## src/rtl/bcd_preset_countdown.sv

```systemverilog
// Preset-loadable multi-digit BCD countdown timer.
// A preset picked from PRESET_TABLE by sel is loaded on a load pulse. Counting runs on
// the tick strobe under start/stop control, with optional auto-reload on expiry.
// Valid/ready note: every control input is a single-cycle strobe with no back-pressure;
// the block acts on a strobe at the edge where it is seen, and all outputs are registered.
module bcd_preset_countdown #(
    parameter int NUM_DIGITS = 2,
    parameter int N_PRESETS  = 8,
    parameter int SEL_W      = 3,
    parameter logic [N_PRESETS*NUM_DIGITS*4-1:0] PRESET_TABLE = 64'h5945302015100500
) (
    input  logic                    clk,
    input  logic                    rst_n,
    input  logic [SEL_W-1:0]        sel,
    input  logic                    load,
    input  logic                    start,
    input  logic                    stop,
    input  logic                    tick,
    input  logic                    auto_reload,
    output logic [NUM_DIGITS*4-1:0] count,
    output logic                    running,
    output logic                    expired,
    output logic                    done
);

    localparam int W = NUM_DIGITS * 4;

    typedef enum logic [1:0] {
        IDLE    = 2'd0,
        RUN     = 2'd1,
        PAUSE   = 2'd2,
        EXPIRED = 2'd3
    } state_t;

    state_t         state, state_n;
    logic [W-1:0]   reload_val, reload_n;
    logic [W-1:0]   count_n;
    logic           done_n;
    logic           preset_hit;
    logic [W-1:0]   preset_val;
    logic [W-1:0]   count_one;

    assign count_one = {{(W-1){1'b0}}, 1'b1};

    // Clamp every non-BCD digit (A..F) to 9 so the counter only ever holds valid BCD.
    function automatic logic [W-1:0] saturate(input logic [W-1:0] v);
        logic [W-1:0] r;
        r = '0;
        for (int i = 0; i < NUM_DIGITS; i++) begin
            r[4*i +: 4] = (v[4*i +: 4] > 4'd9) ? 4'd9 : v[4*i +: 4];
        end
        return r;
    endfunction

    // Subtract one in BCD: a zero digit becomes 9 and passes the borrow upward.
    function automatic logic [W-1:0] bcd_dec(input logic [W-1:0] v);
        logic [W-1:0] r;
        logic         borrow;
        r      = v;
        borrow = 1'b1;
        for (int i = 0; i < NUM_DIGITS; i++) begin
            if (borrow) begin
                if (v[4*i +: 4] == 4'd0) begin
                    r[4*i +: 4] = 4'd9;
                end else begin
                    r[4*i +: 4] = v[4*i +: 4] - 4'd1;
                    borrow      = 1'b0;
                end
            end
        end
        return r;
    endfunction

    // Look up the selected preset; an index beyond the table yields no hit.
    always_comb begin
        preset_hit = 1'b0;
        preset_val = '0;
        for (int i = 0; i < N_PRESETS; i++) begin
            if (int'(sel) == i) begin
                preset_hit = 1'b1;
                preset_val = saturate(PRESET_TABLE[i*W +: W]);
            end
        end
    end

    // Next state and datapath: load > stop > start > tick.
    always_comb begin
        state_n  = state;
        count_n  = count;
        reload_n = reload_val;
        done_n   = 1'b0;
        if (load && preset_hit) begin
            state_n  = IDLE;
            count_n  = preset_val;
            reload_n = preset_val;
        end else if (stop) begin
            // A tick in this cycle is dropped, and a coincident start is ignored.
            if (state == RUN) begin
                state_n = PAUSE;
            end
        end else if (start && (state == IDLE || state == PAUSE)) begin
            if (count != '0) begin
                state_n = RUN;
            end
        end else if (tick && state == RUN) begin
            if (count == count_one) begin
                done_n = 1'b1;
                if (auto_reload) begin
                    count_n = reload_val;
                end else begin
                    count_n = '0;
                    state_n = EXPIRED;
                end
            end else if (count != '0) begin
                count_n = bcd_dec(count);
            end
        end
    end

    // State, counter and flag registers; flags are decoded from the next state.
    always_ff @(posedge clk or negedge rst_n) begin
        if (!rst_n) begin
            state      <= IDLE;
            count      <= '0;
            reload_val <= '0;
            running    <= 1'b0;
            expired    <= 1'b0;
            done       <= 1'b0;
        end else begin
            state      <= state_n;
            count      <= count_n;
            reload_val <= reload_n;
            running    <= (state_n == RUN);
            expired    <= (state_n == EXPIRED);
            done       <= done_n;
        end
    end

endmodule

```

## config.mk

```make
export PLATFORM = sky130hd
export DESIGN_NAME = bcd_preset_countdown
export DESIGN_NICKNAME = d
export VERILOG_FILES = /design/src/rtl/bcd_preset_countdown.sv
export SDC_FILE = /design/constraint.sdc
export NUM_CORES = 1
export LEC_CHECK = 0
export CELL_PAD_IN_SITES_DETAIL_PLACEMENT = 1
export CELL_PAD_IN_SITES_GLOBAL_PLACEMENT = 1
export CORE_MARGIN = 3
export CORE_UTILIZATION = 30
export DETAILED_ROUTE_END_ITERATION = 8
export GPL_TIMING_DRIVEN = 0
export PLACE_DENSITY = 0.71
export SETUP_SLACK_MARGIN = 0.02
export SLEW_MARGIN = 20
export SYNTH_ARGS = -nofsm -noshare
export SYNTH_HDL_FRONTEND = slang
export SYNTH_SLANG_ARGS = --single-unit
```

## constraint.sdc

```tcl
create_clock -name clk -period 2.62 [get_ports clk]
set_clock_uncertainty 0.2 [all_clocks]
set_input_delay 0.524 -clock clk [delete_from_list [all_inputs] [get_ports clk]]
set_output_delay 0.524 -clock clk [all_outputs]
set_load 0.005 [all_outputs]
```

==> reports/qor.yml <==
vias: 1038
routed_wl_mm: 3.06
crit_fanout: 7
die_w_um: 67.3
cp.arrival_ps: 2170
antenna_left: 0
max_stage_delay_ps: 610
drt_iter0_markers: 23
antenna_found_initial: 0
viasPerCell: 5.35
slew_headroom_pct: 39.5
clockRootBuffer: "clkbuf_8"
worstSetupPathType: "in -> reg"
tightest_slew_ps: 905
dp_hpwl_mm: 2.24
gr-usage-all-layers_pct: 15.1
postCtsSetupBuffers: 0
syn_area_per_cell_sq_um: 9.01
h-tree-depth: 1
crit_path_top_delay_cell: "nor3_1"
synth_cell_type_count: 37
io_buffers: 19
power.leakage_uw: 0.000585
start_kind: "input port"
setup_tns_ps: 0
setup_viol: 0
overflow: 0
fp.dieH_um: 67.3
cts.sinks: 19
gp_congestion: 0.806
reg2reg_slack_ps: 510
dieArea_sq_um: 4520
maxSlewViolCount: 0
syn_nets: 138
grt_max_degree: 20
clk_path_buf_depth: 2
drv_cap: 0
drive_gt1_share_pct: 8.11
cp_data_required_time_ps: 2580
hold_path_class: "reg -> reg"
dp_slack_ps: 135
outcome: "complete, no violations"
max_freq_ghz: 0.452
rows: 21
min_period_over_period_pct: 84.5
synth_seq_cells: 19
grt_setup_unrepaired: "no"
clkSlewWorstSetupHoldPaths_ps: 80
ys_seq_area_share_pct: 42.2
setup_slack_ps: 405
final_cell_mix: "19 x dfrtp_1, 19 x clkdlybuf4s50_1, 13 x inv_1, 13 x nand2_1, 12 x o21ai_0"
finalHoldViolations: 0
initial_core_util_pct: 32.5
fin_crit_ps: 2210
cts_resized: 0
peakVddDrop_v: 0.000247
hold_buffers: 0
io_pins: 21
grt_pass1_vias: 1077
syn_area_sq_um: 1130
worstSkewPairLatency_ps: 260
core_area_sq_um: 3470
syn2layout_area_growth_pct: 26.1
synthCells: 125
power_density_nw_per_um2: 566
wl_per_cell_um: 15.8
antennaDiodeCount: 0
crit_path_cell_trace: "clkdlybuf4s50_1 -> nor3_1 -> a21oi_2 -> o311ai_1"
cts_tree: "done"
end_kind: "flop"
cts_buffers: 3
final_nets: 162
firstDrtPassIters: 2
drc: 0
yosys_warnings: 0
grt_pass1_wl_mm: 5.29
==> Yosys cell counts <==
library cell | n | area [sq um]
buf_6 | 1 | 11.3
nand4b_1 | 1 | 8.76
nand4_1 | 1 | 6.26
nor4bb_1 | 1 | 10.0
a311oi_1 | 1 | 8.76
o22ai_1 | 1 | 6.26
clkbuf_8 | 1 | 13.8
a21oi_1 | 10 | 50.1
a41oi_1 | 1 | 8.76
a22oi_1 | 1 | 7.51
clkbuf_1 | 1 | 3.75
mux2_4 | 1 | 15.0
a31o_4 | 1 | 17.5
a211oi_1 | 1 | 7.51
a221oi_1 | 1 | 8.76
a2111o_1 | 1 | 11.3
a31oi_1 | 3 | 18.8
nor2b_1 | 1 | 6.26
nor4_4 | 1 | 21.3
o21a_1 | 2 | 15.0
o311ai_1 | 2 | 17.5
inv_1 | 13 | 48.8
or4bb_1 | 1 | 11.3
a21oi_2 | 1 | 8.76
dfrtp_1 | 19 | 475
and3_2 | 1 | 7.51
nor2_1 | 8 | 30.0
nor3_1 | 7 | 35.0
o21ai_0 | 12 | 60.1
nor3b_1 | 2 | 15.0
nand2_1 | 13 | 48.8
a2111oi_0 | 1 | 8.76
nand2b_1 | 5 | 31.3
ha_1 | 3 | 37.5
nand3_1 | 3 | 15.0
o211ai_1 | 1 | 7.51
mux2_2 | 1 | 11.3
==> power breakdown <==
| part | switching, uW | internal, uW | total (uW) |
|---|---|---|---|
| clock network | 106 | 106 | 212 |
| logic | 120 | 112 | 232 |
| registers | 38.6 | 321 | 360 |
==> flip-flops by register name (all words and copies together), names as in the netlist <==
signal,count
count,8
reload_val,6
state,2
done,1
expired,1
running,1
==> critical path, delay by kind of cell <==
family	cells	cell delay [ps]
AO/OA/AOI/OAI	2	560
buffers and inverters	1	490
AND/OR/NAND/NOR	1	610
==> layout make-up <==
class | instances | area (sq um)
tap | 46 | 57.6
inverter | 13 | 48.8
sequential | 19 | 475
clock inverter | 1 | 5.00
timing repair buffer | 19 | 190
clock buffer | 3 | 41.3
multi-input combinational | 90 | 573
buffer | 3 | 28.8
fill | 438 | 2050
==> through the flow <==
| step | area [sq um] | util [%] | cells | power (uW) | hold WS (ps) |
|---|---|---|---|---|---|
| finish | 1420 | 40.9 | 194 | 804 | 332 |
| global placement | 1370 | 39.6 | 190 | 592 | 313 |
| floorplan | 1130 | - | 125 | 495 | 28.4 |
| global route | 1420 | 40.9 | 194 | 858 | 382 |
| CTS | 1420 | 40.9 | 194 | 815 | 335 |
| detailed placement | 1370 | 39.6 | 190 | 599 | 320 |
==> cells by family after synthesis <==
family,synth area share [%]
adder cells (fa/ha/maj),3.33
flip-flops,42.2
AND/OR/NAND/NOR,21.9
AO/OA/AOI/OAI,23.3
multiplexers,2.33
buffers and inverters,6.89
==> metal layers <==
layer	wire length, um	global-route usage [%]	vias up
met5	0	0	-
met4	29	4.30	0
met3	65	1.66	5
met2	1490	25.8	14
met1	1470	20.0	519
li1	-	-	500
==> worst paths after layout <==
check                         startpoint            end  depth (start not counted)
setup / recovery                    stop       count[0]                          4
hold / removal             reload_val[0]  reload_val[0]                          2
setup reg to reg                count[4]       count[4]                          5
hold reg to reg            reload_val[0]  reload_val[0]                          2
max in group asynchronous          rst_n  reload_val[3]                          1
min in group asynchronous          rst_n       count[2]                          1
No activity file was read; power rests on OpenSTA's default activity.
